$ cat src/rtl/note_tone_gen_pkg.sv
// Shared definitions for the square-wave tone generator: note codes, the
// octave-0 half-period table for a 50 MHz clock, and the FSM state type.
package synth_pkg;

    localparam int unsigned CLK_HZ = 50_000_000;
    localparam int          NOTE_W = 4;
    localparam int          OCT_W  = 3;

    // Wide enough for the half period of any note down to 16 Hz.
    localparam int                HP_W   = $clog2(CLK_HZ / 32);
    localparam logic [HP_W-1:0]   HP_ONE = HP_W'(1);

    localparam logic [NOTE_W-1:0] NOTE_A     = 4'd0;
    localparam logic [NOTE_W-1:0] NOTE_AS    = 4'd1;
    localparam logic [NOTE_W-1:0] NOTE_B     = 4'd2;
    localparam logic [NOTE_W-1:0] NOTE_C     = 4'd3;
    localparam logic [NOTE_W-1:0] NOTE_CS    = 4'd4;
    localparam logic [NOTE_W-1:0] NOTE_D     = 4'd5;
    localparam logic [NOTE_W-1:0] NOTE_DS    = 4'd6;
    localparam logic [NOTE_W-1:0] NOTE_E     = 4'd7;
    localparam logic [NOTE_W-1:0] NOTE_F     = 4'd8;
    localparam logic [NOTE_W-1:0] NOTE_FS    = 4'd9;
    localparam logic [NOTE_W-1:0] NOTE_G     = 4'd10;
    localparam logic [NOTE_W-1:0] NOTE_GS    = 4'd11;
    localparam logic [NOTE_W-1:0] NOTE_COUNT = 4'd12;
    localparam logic [OCT_W-1:0]  OCT_MAX    = 3'd6;

    typedef enum logic [1:0] {
        ST_IDLE,
        ST_LOAD,
        ST_PLAY
    } state_e;

    // round(CLK_HZ / (2 * f)) at octave 0; C..G# sit below A0 in scientific pitch.
    function automatic logic [HP_W-1:0] base_period(input logic [NOTE_W-1:0] note);
        case (note)
            NOTE_A:  base_period = HP_W'(909091);
            NOTE_AS: base_period = HP_W'(858068);
            NOTE_B:  base_period = HP_W'(809908);
            NOTE_C:  base_period = HP_W'(1528903);
            NOTE_CS: base_period = HP_W'(1443092);
            NOTE_D:  base_period = HP_W'(1362097);
            NOTE_DS: base_period = HP_W'(1285649);
            NOTE_E:  base_period = HP_W'(1213491);
            NOTE_F:  base_period = HP_W'(1145383);
            NOTE_FS: base_period = HP_W'(1081097);
            NOTE_G:  base_period = HP_W'(1020420);
            NOTE_GS: base_period = HP_W'(963148);
            default: base_period = '0;
        endcase
    endfunction

    function automatic logic codes_valid(input logic [NOTE_W-1:0] note,
                                         input logic [OCT_W-1:0]  octave);
        return (note < NOTE_COUNT) && (octave <= OCT_MAX);
    endfunction

endpackage

$ cat src/rtl/note_tone_gen_if.sv
// Note-control and audio-sample bundle between the note controller (master)
// and the tone generator (slave).
interface note_tone_gen_if #(
    parameter int SAMPLE_W = 24
) ();
    import synth_pkg::*;

    logic [NOTE_W-1:0]          note;
    logic [OCT_W-1:0]           octave;
    logic                       note_valid;
    logic                       note_off;
    logic signed [SAMPLE_W-1:0] sample;
    logic                       square;
    logic                       playing;

    modport master (
        output note, octave, note_valid, note_off,
        input  sample, square, playing
    );

    modport slave (
        input  note, octave, note_valid, note_off,
        output sample, square, playing
    );

endinterface

$ cat src/rtl/note_tone_gen_period_rom.sv
// Combinational (note, octave) -> half-period lookup; the octave shift floors.
module tone_period_rom
    import synth_pkg::*;
(
    input  logic [NOTE_W-1:0] note_i,
    input  logic [OCT_W-1:0]  octave_i,
    output logic [HP_W-1:0]   half_period_o,
    output logic              invalid_o
);

    always_comb begin
        invalid_o     = !codes_valid(note_i, octave_i);
        half_period_o = '0;
        if (!invalid_o) begin
            half_period_o = base_period(note_i) >> octave_i;
        end
    end

endmodule

$ cat src/rtl/note_tone_gen.sv
// Square-wave tone generator: IDLE -> LOAD -> PLAY, with pitch changes and
// stop requests deferred to the next half-period boundary.
module note_tone_gen
    import synth_pkg::*;
#(
    parameter int SAMPLE_W  = 24,
    parameter int AMPLITUDE = 2**20
) (
    input logic            clk,
    input logic            reset,
    note_tone_gen_if.slave bus
);

    localparam logic signed [SAMPLE_W-1:0] AMP_P = SAMPLE_W'(AMPLITUDE);
    localparam logic signed [SAMPLE_W-1:0] AMP_N = -AMP_P;

    state_e             state_q, state_d;
    logic [NOTE_W-1:0]  note_q, note_d;
    logic [OCT_W-1:0]   oct_q, oct_d;
    logic [HP_W-1:0]    cur_hp_q, cur_hp_d;
    logic [HP_W-1:0]    cnt_q, cnt_d;
    logic               square_q, square_d;
    logic               stop_q, stop_d;
    logic               pcap_q, pcap_d;
    logic [NOTE_W-1:0]  pnote_q, pnote_d;
    logic [OCT_W-1:0]   poct_q, poct_d;
    logic               pend_q, pend_d;
    logic [HP_W-1:0]    pend_hp_q, pend_hp_d;

    logic [HP_W-1:0]    cur_rom_hp, pend_rom_hp;
    logic               cur_rom_bad, pend_rom_bad;
    logic               nv_ok, stop_evt;

    tone_period_rom u_cur_rom (
        .note_i        (note_q),
        .octave_i      (oct_q),
        .half_period_o (cur_rom_hp),
        .invalid_o     (cur_rom_bad)
    );

    tone_period_rom u_pend_rom (
        .note_i        (pnote_q),
        .octave_i      (poct_q),
        .half_period_o (pend_rom_hp),
        .invalid_o     (pend_rom_bad)
    );

    // An out-of-range note request behaves exactly like note_off; note_off wins ties.
    assign nv_ok    = bus.note_valid && codes_valid(bus.note, bus.octave);
    assign stop_evt = bus.note_off || (bus.note_valid && !nv_ok);

    always_comb begin
        // NOTE: every variable gets its hold value first so no path leaves it
        // unassigned; otherwise synthesis would infer a latch.
        state_d   = state_q;
        note_d    = note_q;
        oct_d     = oct_q;
        cur_hp_d  = cur_hp_q;
        cnt_d     = cnt_q;
        square_d  = square_q;
        stop_d    = stop_q;
        pcap_d    = pcap_q;
        pnote_d   = pnote_q;
        poct_d    = poct_q;
        pend_d    = pend_q;
        pend_hp_d = pend_hp_q;

        case (state_q)
            ST_IDLE: begin
                if (!stop_evt && nv_ok) begin
                    note_d  = bus.note;
                    oct_d   = bus.octave;
                    state_d = ST_LOAD;
                end
            end

            ST_LOAD: begin
                if (stop_evt || cur_rom_bad) begin
                    note_d  = '0;
                    oct_d   = '0;
                    state_d = ST_IDLE;
                end else begin
                    cur_hp_d = cur_rom_hp;
                    cnt_d    = cur_rom_hp - HP_ONE;
                    square_d = 1'b1;
                    state_d  = ST_PLAY;
                end
            end

            ST_PLAY: begin
                cnt_d = cnt_q - HP_ONE;
                if (cnt_q == '0) begin
                    square_d = !square_q;
                    if (pend_q) begin
                        cur_hp_d = pend_hp_q;
                        cnt_d    = pend_hp_q - HP_ONE;
                        pend_d   = 1'b0;
                    end else begin
                        cnt_d = cur_hp_q - HP_ONE;
                    end
                end

                // Captured codes become an armed period one cycle after capture.
                if (pcap_q && !pend_rom_bad) begin
                    pend_hp_d = pend_rom_hp;
                    pend_d    = 1'b1;
                end
                pcap_d = 1'b0;

                if (stop_evt) begin
                    stop_d = 1'b1;
                end else if (nv_ok) begin
                    pcap_d  = 1'b1;
                    pnote_d = bus.note;
                    poct_d  = bus.octave;
                end

                if (cnt_q == '0 && stop_q) begin
                    state_d   = ST_IDLE;
                    note_d    = '0;
                    oct_d     = '0;
                    cur_hp_d  = '0;
                    cnt_d     = '0;
                    square_d  = 1'b0;
                    stop_d    = 1'b0;
                    pcap_d    = 1'b0;
                    pnote_d   = '0;
                    poct_d    = '0;
                    pend_d    = 1'b0;
                    pend_hp_d = '0;
                end
            end

            default: state_d = ST_IDLE;
        endcase
    end

    always_ff @(posedge clk) begin
        if (reset) begin
            state_q   <= ST_IDLE;
            note_q    <= '0;
            oct_q     <= '0;
            cur_hp_q  <= '0;
            cnt_q     <= '0;
            square_q  <= 1'b0;
            stop_q    <= 1'b0;
            pcap_q    <= 1'b0;
            pnote_q   <= '0;
            poct_q    <= '0;
            pend_q    <= 1'b0;
            pend_hp_q <= '0;
        end else begin
            // NOTE: non-blocking updates so every register samples the
            // pre-edge values computed above, independent of statement order.
            state_q   <= state_d;
            note_q    <= note_d;
            oct_q     <= oct_d;
            cur_hp_q  <= cur_hp_d;
            cnt_q     <= cnt_d;
            square_q  <= square_d;
            stop_q    <= stop_d;
            pcap_q    <= pcap_d;
            pnote_q   <= pnote_d;
            poct_q    <= poct_d;
            pend_q    <= pend_d;
            pend_hp_q <= pend_hp_d;
        end
    end

    assign bus.playing = (state_q == ST_PLAY);
    assign bus.square  = square_q;
    assign bus.sample  = (state_q != ST_PLAY) ? '0 : (square_q ? AMP_P : AMP_N);

endmodule

$ cat src/flat_wrapper.sv
// flat-port wrapper written by rule: the top's interface ports become plain ports
module note_tone_gen_flat import synth_pkg::*;
#(
    parameter int SAMPLE_W  = 24,
    parameter int AMPLITUDE = 2**20
)
  (clk, reset, bus_note, bus_octave, bus_note_valid, bus_note_off, bus_sample, bus_square, bus_playing);
  note_tone_gen_if #(.SAMPLE_W(SAMPLE_W)) bus_i ();
  input logic clk;
  input logic reset;
  input wire logic [$bits(bus_i.note)-1:0] bus_note;
  input wire logic [$bits(bus_i.octave)-1:0] bus_octave;
  input wire logic [$bits(bus_i.note_valid)-1:0] bus_note_valid;
  input wire logic [$bits(bus_i.note_off)-1:0] bus_note_off;
  output wire logic [$bits(bus_i.sample)-1:0] bus_sample;
  output wire logic [$bits(bus_i.square)-1:0] bus_square;
  output wire logic [$bits(bus_i.playing)-1:0] bus_playing;
  assign bus_i.note = bus_note;
  assign bus_i.octave = bus_octave;
  assign bus_i.note_valid = bus_note_valid;
  assign bus_i.note_off = bus_note_off;
  assign bus_sample = bus_i.sample;
  assign bus_square = bus_i.square;
  assign bus_playing = bus_i.playing;
  note_tone_gen #(.SAMPLE_W(SAMPLE_W), .AMPLITUDE(AMPLITUDE)) u_core (.clk(clk), .reset(reset), .bus(bus_i));
endmodule
$ cat config.mk
export PLATFORM = sky130hd
export DESIGN_NAME = note_tone_gen_flat
export DESIGN_NICKNAME = d
export VERILOG_FILES = /design/src/rtl/note_tone_gen_pkg.sv /design/src/rtl/note_tone_gen_if.sv /design/src/rtl/note_tone_gen_period_rom.sv /design/src/rtl/note_tone_gen.sv /design/src/flat_wrapper.sv
export SDC_FILE = /design/constraint.sdc
export NUM_CORES = 1
export LEC_CHECK = 0
export CORE_MARGIN = 1.5
export CORE_UTILIZATION = 40
export CTS_BUF_LIST = sky130_fd_sc_hd__clkbuf_8
export CTS_CLUSTER_SIZE = 14
export DETAILED_ROUTE_END_ITERATION = 16
export DONT_BUFFER_PORTS = 1
export MAX_ROUTING_LAYER = met4
export PLACE_DENSITY_LB_ADDON = 0.12
export REMOVE_ABC_BUFFERS = 1
export SKIP_LAST_GASP = 1
export SLEW_MARGIN = 30
export SYNTH_ARGS = -nofsm -noshare
export SYNTH_HDL_FRONTEND = slang
export SYNTH_SLANG_ARGS = --single-unit
$ cat constraint.sdc
create_clock -name clk -period 4.3 [get_ports clk]
set_input_delay 0.215 -clock clk [delete_from_list [all_inputs] [get_ports clk]]
set_output_delay 0.215 -clock clk [all_outputs]
set_load 0.01 [all_outputs]
==> reports/results.ini, run 1 <==
[placed_design]
dpl.hpwl_um=20200
routabilityCongestion=0.907
placed_area_um2=8950
dp_cells=1268
io_buffers=0

[synthesis]
yosysWarnings=0
synth_ff_type=dfxtp_1
synth_area_per_cell_um2=8.41
synth-seq-cells=125
seq_area_frac_synth=0.285
async_flop_share=0
synth_cell_types=83
synthCells=1045
synth-edff-count=0
synth_area_um2=8790

[global_route]
antenna_found_initial=0
grt_pass1_vias=7525
grt_pass1_wl_um=44400
grt.total_usage=0.261
grt_start_max_net_pins=84
grt_overflow=0

[power]
leakage_nw=3.35
peakVddDrop_mv=0.182
power_mw=3.73
cellPowerDensity_nw_per_um2=395

[die]
die_w_um=151
core-area_um2=21700
num_rows=54
fp.dieH_um=151
design.die.area_um2=22900
initial_utilization=0.405
ios=37

[timing]
worstMarginPinSlew_ns=0.840
fmax_ghz=0.253
rsz0062_at_grt=false
fin_crit_sh=0.920
finClkSkew_ns=0.0118
hold_viol_final=0
slew_viol_final=0
max_slew_margin=0.440
finalCriticalPeriod_ns=3.96
setup_violations=0

[cells_and_area]
n_antenna_cell=0
nets=1046
final_common_cell=dfxtp_1
area_growth_pct=7.31
n_fill_cell=2186
seq_area_um2=2500
stdcell_count=1306
layout_common_cells=dfxtp_1 (125), nor2_1 (117), a21oi_1 (77)
drive_gt1_frac=0.142
multiInputGateArea_um2=5790
final_area_um2=9440

[drt]
drt-initial-drc-count=727
wire_per_inst_um=21.6
vias=8138
routed_wl_um=28300
drc=0
dr.pass1.iters=5
via_per_inst=6.23
postRouteAntennaNets=0

[setup_path]
crit_arrival_ns=4.30
ff2ff_setup_slack_ns=0.34
crit_path_end_kind=register
crit_fanout=7
reg2reg_depth=12
path_class=register to register
cp_data_required_time_ns=4.65
cp-start-kind=register

[clocking]
cts.sink_count=125
cts_tree=built
cts_root_buf=clkbuf_8
clk_pin_slew_worst_paths_ns=0.09
htree_levels=4
numCtsBuffers=17
cts_buffer_depth=2
insertion_delay_ns=0.46

[worst_hold_path]
hold_depth=2
hold_path_class=input port to register

[outcome]
status=completed

[job]
drv_cap=0

[area by class of cell]
| class | instances | share of cell area |
|---|---|---|
| Multi-Input combinational cell | 809 | 0.613 |
| Sequential cell | 125 | 0.265 |
| Tap cell | 280 | 0.0371 |
| Timing Repair Buffer | 34 | 0.0305 |
| Clock buffer | 17 | 0.0248 |
| Clock inverter | 15 | 0.0186 |
| Inverter | 26 | 0.0103 |
[logic make-up after synthesis]
kind of cell | share of synthesized area
adders and majority gates | 0.0313
AOI/OAI and AO/OA | 0.270
other | 0.000426
and+or+nand+nor | 0.190
xor gates and xnor gates | 0.0169
DFF | 0.285
buffers and inverters | 0.0669
muxes | 0.139
[metal layers]
layer | part of all wire | GRT usage | vias up
met5 | 0 | - | -
met2 | 0.46 | 0.394 | 288
li1 | - | - | 3867
met1 | 0.47 | 0.364 | 3953
met4 | 0.016 | 0.0621 | 0
met3 | 0.059 | 0.0428 | 30
[power breakdown]
group          total (mW)  leakage (nW)  switching [mW]  internal, mW
registers            1.30          1.02          0.0769          1.23
clock network        1.11         0.205           0.574         0.535
logic                1.31          2.13           0.809         0.505
[what timing repair did]
action / CTS / global route
setup buffers: 0 / 0
hold buffers: 6 / 0
endpoints found under the hold margin: 88 / 0
gates resized for setup: 0 / 0
[path summary, 6_finish.rpt]
| kind | startpoint | endpoint |
|---|---|---|
| worst max-delay path | u_core.cnt_q[6] | u_core.cnt_q[20] |
| worst min-delay path | reset | register |
| worst max register to register | u_core.cnt_q[6] | u_core.cnt_q[20] |
| worst min register to register | u_core.cur_hp_q[5] | u_core.cur_hp_q[5] |
[metrics by stage]
step | util | hold slack (ns) | setup TNS (ns) | setup slack (ns)
final | 0.435 | 0.0269 | 0 | 0.345
after CTS | 0.435 | 0.00366 | 0 | 0.431
after global placement | 0.412 | 0.305 | 0 | 0.460
after floorplan | - | 0.284 | -6.41 | -0.570
after detailed placement | 0.413 | 0.306 | 0 | 0.448
after global routing | 0.435 | 0.0161 | 0 | 0.166
[Yosys cell counts, drive strengths merged (9+ instances only)]
cell type,instances,area share
a211oi,29,0.025
a21oi,79,0.046
a222oi,9,0.010
a22oi,29,0.025
a31oi,28,0.021
a32oi,10,0.010
and2,11,0.0078
buf,41,0.029
clkbuf,63,0.027
dfxtp,125,0.28
ha,22,0.031
inv,25,0.011
mux2,26,0.033
mux2i,30,0.034
mux4,28,0.072
nand2,49,0.021
nand2b,15,0.011
nand3,18,0.011
nor2,119,0.051
nor2b,11,0.0078
nor3,22,0.014
nor4,18,0.015
o211ai,11,0.0094
o21ai,57,0.032
or3,12,0.0085
xnor2,11,0.011
[critical path, cell delays in order, from the launching register on]
cell      delay [ns]
dfxtp_1         0.38
or4_4           0.59
or4_1           0.73
nor2_2          0.38
a21oi_1         0.14
ha_1            0.32
or3b_2          0.25
a211oi_1        0.06
and4_1          0.21
a31oi_1         0.31
o21ai_0         0.12
a31oi_1         0.25
a21oi_1         0.10
(Power assumes the default switching activity.)
==> inputs of run 2 (changes only) <==
--- a/config.mk
+++ b/config.mk
@@ -12,7 +12,7 @@
 export DETAILED_ROUTE_END_ITERATION = 16
 export DONT_BUFFER_PORTS = 1
 export MAX_ROUTING_LAYER = met4
-export PLACE_DENSITY_LB_ADDON = 0.12
+export PLACE_DENSITY = 0.58
 export REMOVE_ABC_BUFFERS = 1
 export SKIP_LAST_GASP = 1
 export SLEW_MARGIN = 30
==> run 2 against run 1 <==
- total power down 1.6%
- highest routed layer unchanged
- die area unchanged
- largest power group unchanged
- critical path type unchanged
- critical path depth unchanged
- clock-buffer cell count up 1
==> reports/results.ini, run 2 (synthesis results as in run 1) <==
[power]
cellPowerDensity_nw_per_um2=389  ; -1.6%
leakage_nw=3.36  ; +0.24%
peakVddDrop_mv=0.213  ; +17%
power_mw=3.66  ; -1.6%

[timing]
fmax_ghz=0.248  ; -2.0%
rsz0062_at_grt=false
finClkSkew_ns=0.0137  ; +0.00198 ns
setup_violations=0  ; unchanged
max_slew_margin=0.410  ; -0.0302
finalCriticalPeriod_ns=4.04  ; +0.0819 ns
fin_crit_sh=0.939  ; +0.0191
hold_viol_final=0  ; unchanged
slew_viol_final=0  ; unchanged
worstMarginPinSlew_ns=0.885  ; +0.0453 ns

[cells_and_area]
final_common_cell=dfxtp_1
drive_gt1_frac=0.143  ; +0.000696
stdcell_count=1308  ; +0.15%
n_fill_cell=2153  ; -1.5%
layout_common_cells=dfxtp_1 (125), nor2_1 (117), a21oi_1 (77)
nets=1048  ; +0.19%
area_growth_pct=7.27  ; about the same
n_antenna_cell=0  ; unchanged

[die]
initial_utilization=0.405  ; unchanged
fp.dieH_um=151  ; unchanged
design.die.area_um2=22900  ; unchanged
ios=37  ; unchanged
core-area_um2=21700  ; unchanged
num_rows=54  ; unchanged
die_w_um=151  ; unchanged

[job]
drv_cap=0  ; unchanged

[drt]
drt-initial-drc-count=786  ; +8.1%
wire_per_inst_um=21.1  ; -2.7%
postRouteAntennaNets=0  ; unchanged
drc=0  ; unchanged
routed_wl_um=27500  ; -2.6%
dr.pass1.iters=5  ; unchanged
vias=8190  ; +0.64%
via_per_inst=6.26  ; +0.49%

[clocking]
cts_tree=built
insertion_delay_ns=0.46  ; about the same
numCtsBuffers=17  ; unchanged
clk_pin_slew_worst_paths_ns=0.09  ; about the same
cts.sink_count=125  ; unchanged
cts_root_buf=clkbuf_8
cts_hold_buf=6  ; unchanged
post_cts_resize_count=0  ; unchanged
cts_buffer_depth=2  ; unchanged
htree_levels=4  ; unchanged
post_cts_buffers=0  ; unchanged

[setup_path]
slowest_stage=or3b_2
crit_arrival_ns=4.38  ; +0.08 ns
critical_path.top_delay_family=simple AND/OR/NAND/NOR gates
cp-start-kind=register
crit_path_end_kind=register
max_stage_delay_ns=0.50  ; -0.23 ns
crit_fanout=8  ; +1
cp_data_required_time_ns=4.64  ; about the same
path_buf_inv=0  ; unchanged
path_class=register to register
worstPathCellList=or4_1, or4_1, nor2_2, a21oi_1, ha_1, or3b_2, a211oi_1, and4_1, a31oi_1, or3_1, a31oi_1, a21oi_1

[placed_design]
routabilityCongestion=0.948  ; +4.5%
dpl.hpwl_um=19800  ; -2.4%
io_buffers=0  ; unchanged
dp_cells=1270  ; +0.16%

[outcome]
status=completed

[worst_hold_path]
hold_path_class=input port to register

[global_route]
grt.total_usage=0.252  ; -0.00930
grt_pass1_wl_um=43000  ; -3.1%
grt_start_max_net_pins=85  ; +1.2%
antenna_found_initial=0  ; unchanged
grt_overflow=0  ; unchanged
grt_pass1_vias=7428  ; -1.3%

-- run 2: path summary, 6_finish.rpt --
path	start	to	slack [ns]	depth (start not counted)
worst min-delay path	reset	register	0.03	2
worst min register to register	u_core.cur_hp_q[20]	u_core.cur_hp_q[20]	0.50	2
worst max-delay path	u_core.cnt_q[2]	u_core.cnt_q[20]	0.26	12
worst max register to register	u_core.cnt_q[2]	u_core.cnt_q[20]	0.26	12
-- run 2: report_power, final --
| group | total (mW) | leakage, nW | internal [mW] | switching (mW) |
|---|---|---|---|---|
| logic | 1.34 | 2.15 | 0.504 | 0.832 |
| registers | 1.30 | 1.02 | 1.23 | 0.0738 |
| clock network | 1.03 | 0.197 | 0.447 | 0.582 |
| total | 3.66 | 3.36 | 2.18 | 1.49 |
-- run 2: layout make-up --
| cell class | instances | area, um^2 | area share |
|---|---|---|---|
| clock inverters | 14 | 136 | 0.0145 |
| flip-flops and latches | 125 | 2500 | 0.265 |
| inverters | 26 | 97.6 | 0.0103 |
| repair buffers | 36 | 303 | 0.0321 |
| multi-input cells | 809 | 5800 | 0.614 |
| well taps | 280 | 350 | 0.0371 |
| clock buffers | 18 | 248 | 0.0263 |
-- run 2: stage by stage --
step	hold slack [ns]	setup WS [ns]	TNS, ns	util	area [um^2]
floorplan	0.284	-0.570	-6.41	-	8370
global placement	0.304	0.323	0	0.413	8960
detailed placement	0.305	0.404	0	0.413	8960
CTS	0.00880	0.374	0	0.435	9420
global route	0.0139	0.0869	0	0.435	9430
finish	0.0298	0.263	0	0.435	9430
-- run 2: per-layer routing --
metal  global-route usage  vias up  part of all wire
met1                0.349     3941              0.46
li1                     -     3887                 -
met4               0.0718        0             0.019
met5                    -        -                 0
met2                0.376      329              0.46
met3               0.0425       33             0.067
==> inputs of run 3 (changes only) <==
--- a/config.mk
+++ b/config.mk
@@ -5,17 +5,17 @@
 export SDC_FILE = /design/constraint.sdc
 export NUM_CORES = 1
 export LEC_CHECK = 0
-export CORE_MARGIN = 1.5
+export CORE_MARGIN = 2
 export CORE_UTILIZATION = 40
 export CTS_BUF_LIST = sky130_fd_sc_hd__clkbuf_8
 export CTS_CLUSTER_SIZE = 14
 export DETAILED_ROUTE_END_ITERATION = 16
 export DONT_BUFFER_PORTS = 1
-export MAX_ROUTING_LAYER = met4
 export PLACE_DENSITY = 0.58
 export REMOVE_ABC_BUFFERS = 1
 export SKIP_LAST_GASP = 1
 export SLEW_MARGIN = 30
 export SYNTH_ARGS = -nofsm -noshare
 export SYNTH_HDL_FRONTEND = slang
+export SYNTH_HIERARCHICAL = 1
 export SYNTH_SLANG_ARGS = --single-unit
==> run 3 against run 2 <==
- total power fell by 28%
- non-clock buffer count grew 15
- area after synthesis shrank 8.9%
- critical endpoint is now u_core/cnt_q[14]
- clock power down 41%
- largest power group unchanged
==> reports/results.ini, run 3 <==
[outcome]
status=completed

[power]
peakVddDrop_mv=0.157  ; -26%
leakage_nw=2.91  ; -14%
cellPowerDensity_nw_per_um2=312  ; -20%
power_mw=2.63  ; -28%

[die]
initial_utilization=0.409  ; +0.00370
core-area_um2=19600  ; -9.7%
fp.dieH_um=146  ; -3.8%
ios=37  ; unchanged
die_w_um=146  ; -3.8%
num_rows=51  ; -5.6%
design.die.area_um2=21200  ; -7.4%

[timing]
fmax_ghz=0.253  ; +2.1%
hold_viol_final=0  ; unchanged
setup_ws_ns=0.347  ; +0.0844 ns
finalCriticalPeriod_ns=3.95  ; -0.0844 ns
setup-tns-final_ns=0  ; unchanged
max_slew_margin=0.459  ; +0.0492
rsz0062_at_grt=false
fin_crit_sh=0.919  ; -0.0196
worstMarginPinSlew_ns=0.804  ; -0.0813 ns
setup_violations=0  ; unchanged
finClkSkew_ns=0.0161  ; +0.00234 ns
slew_viol_final=0  ; unchanged

[synthesis]
async_flop_share=0  ; unchanged
synthCells=1041  ; -0.38%
synth-edff-count=0  ; unchanged
synth_area_per_cell_um2=7.70  ; -8.5%
seq_area_frac_synth=0.207  ; -0.0773
synth_most_common_cell=nor2_1
synth_common_cells=nor2_1 (131), dfxtp_1 (83), a21oi_1 (54), a22oi_1 (54), nand2_1 (43)
synth_area_um2=8020  ; -8.9%
yosysWarnings=6  ; +6
synth_top_area_cell=dfxtp_1
synth_ff_type=dfxtp_1
synth-seq-cells=83  ; -34%
yosys-top-cells-area=dfxtp_1 (21%), nor2_1 (6.1%), a22oi_1 (5.1%), ha_1 (3.7%), mux2_2 (3.5%)
synth_cell_types=103  ; +24%
synth_top_area_frac=0.207  ; -0.0773

[setup_path]
max_stage_delay_ns=0.63  ; +0.13 ns
worst_path_most_repeated_cell=buf_4
ff2ff_setup_slack_ns=0.35  ; +0.08 ns
critical_path.top_delay_family=simple AND/OR/NAND/NOR gates
crit_fanout=12  ; +4
worstSetupEndpoint=u_core/cnt_q[14]
cp_data_required_time_ns=4.57  ; -0.07 ns
crit_cells=14  ; +2
crit_start=u_core/note_q[3]
cp-start-kind=register
slowest_stage=or4b_1
r2r-end=u_core/cnt_q[14]
reg2reg_depth=14  ; +2
worstPathCellList=buf_4, buf_4, nor2b_1, mux2i_1, a21oi_1, mux2_2, o22ai_1, or4b_1, or4_1, nor4_1, xnor2_1, o21ai_0, a31oi_1, nor3_1
path_buf_inv=2  ; +2
crit_path_end_kind=register
rr_startpoint=u_core/note_q[3]
path_class=register to register
crit_arrival_ns=4.22  ; -0.16 ns

[cells_and_area]
drive_gt1_frac=0.138  ; -0.00534
final_area_um2=8430  ; -11%
multiInputGateArea_um2=5710  ; -1.5%
layout_common_cells=nor2_1 (131), dfxtp_1 (83), a21oi_1 (54), a22oi_1 (54), nand2_1 (43)
utilization=0.430  ; -0.00451
n_fill_cell=2026  ; -5.9%
top_regs=u_core/cnt_q: 21 flops, u_core/cur_hp_q: 21 flops, u_core/pend_hp_q: 21 flops
area_growth_pct=5.20
nets=1048  ; unchanged
final_common_cell=nor2_1
seq_area_um2=1660  ; -34%
n_antenna_cell=0  ; unchanged

[worst_hold_path]
hold_path_class=input port to register

[job]
drv_cap=0  ; unchanged

[drt]
drt-initial-drc-count=673  ; -14%
drt-met1-wl_um=11900  ; -5.8%
dr_wl_met2_um=11400  ; -9.4%
via_per_inst=6.28  ; +0.25%
vias=8047  ; -1.7%
routed_wl_um=25900  ; -6.1%
wire_per_inst_um=20.2  ; -4.2%
dr_wl_met3_um=2090  ; +14%
postRouteAntennaNets=0  ; unchanged
dr.max_layer_used=met4
dr.pass1.iters=7  ; +2
drc=0  ; unchanged

[global_route]
grt_pass1_vias=7389  ; -0.53%
grt_overflow=0  ; unchanged
grt.total_usage=0.239  ; -0.0129
grt_start_max_net_pins=83  ; -2.4%
grt_pass1_wl_um=41400  ; -3.6%
antenna_found_initial=0  ; unchanged

[clocking]
cts.sink_count=83  ; -34%
insertion_delay_ns=0.38  ; -0.08 ns
post_cts_resize_count=0  ; unchanged
cts_root_buf=clkbuf_8
cts_tree=built
clk_pin_slew_worst_paths_ns=0.09  ; about the same
cts_buffer_depth=2  ; unchanged
numCtsBuffers=9  ; -8
htree_levels=3  ; -1

[placed_design]
routabilityCongestion=0.959  ; +1.2%
dp_slack_ns=0.451  ; +0.0468 ns
dpl.hpwl_um=18700  ; -5.6%
io_buffers=0  ; unchanged
placed_area_um2=8120  ; -9.4%

## run 3: changes by cell type after synthesis, sizes merged, moves of 15 or more
cell,before,now
nor3,22,39
o22ai,8,24
a22oi,29,56
nor2,119,134
clkbuf,63,37
a21oi,79,58
dfxtp,125,83
mux4,28,0
buf,41,72
## run 3: how the worst min path moves through the flow
stage	startpoint	end	cells after the start
2_1_floorplan	reset	u_core/bus.square	1
3_3_place_gp	reset	u_core/cnt_q[16]	1
3_5_place_dp	reset	u_core/cnt_q[4]	1
4_1_cts	bus_octave[0]	u_core/oct_q[0]	3
5_1_grt	bus_octave[0]	u_core/oct_q[0]	3
6_report	bus_octave[2]	u_core/oct_q[2]	3
## run 3: repair_timing
item,4_1_cts,5_1_grt
hold endpoints to repair,82,0
setup buffers,0,0
endpoints found under the setup margin,0,0
hold buffers,9,0
## run 3: where the power goes
group / switching [mW] / leakage [nW] / internal, mW
logic: 0.723 / 2.14 / 0.460
clock network: 0.310 / 0.0974 / 0.296
registers: 0.0370 / 0.673 / 0.803
## run 3: final cells by class
type / count / area share
Clock inverter: 4 / 0.00594
Tap cell: 265 / 0.0393
Clock buffer: 11 / 0.0180
Inverter: 28 / 0.0125
Timing Repair Buffer: 51 / 0.0502
Multi-Input combinational cell: 840 / 0.677
Sequential cell: 83 / 0.197
## run 3: cells by family after synthesis
group,Yosys count,share of synthesized area
compound gates,365,0.334
xor+xnor,24,0.0262
fa+ha+maj,24,0.0375
buf+inv,137,0.0921
flops,83,0.207
mux,54,0.0748
other cells,1,0.000468
simple gates,353,0.228
## run 3: worst register-to-register path: cells and delay by family, from the launching register on
family,cells,cell delay [ns]
multiplexers,2,0.38
XOR/XNOR,1,0.16
flip-flops,1,0.59
AO/OA/AOI/OAI,4,0.73
buffers and inverters,2,0.40
AND/OR/NAND/NOR,5,1.58
## run 3: per-layer routing
layer / GRT usage / vias up
met3: 0.0520 / 37
met1: 0.343 / 3794
met5: 0 / -
li1: - / 3857
met4: 0.0539 / 0
met2: 0.367 / 359
## run 3: per-stage QoR
stage / std cells / hold WS [ns]
final: 1282 / 0.139
after global routing: 1282 / 0.120
after CTS: 1282 / 0.119
after detailed placement: 1258 / 0.298
after global placement: 1258 / 0.294
after floorplan: 951 / 0.284
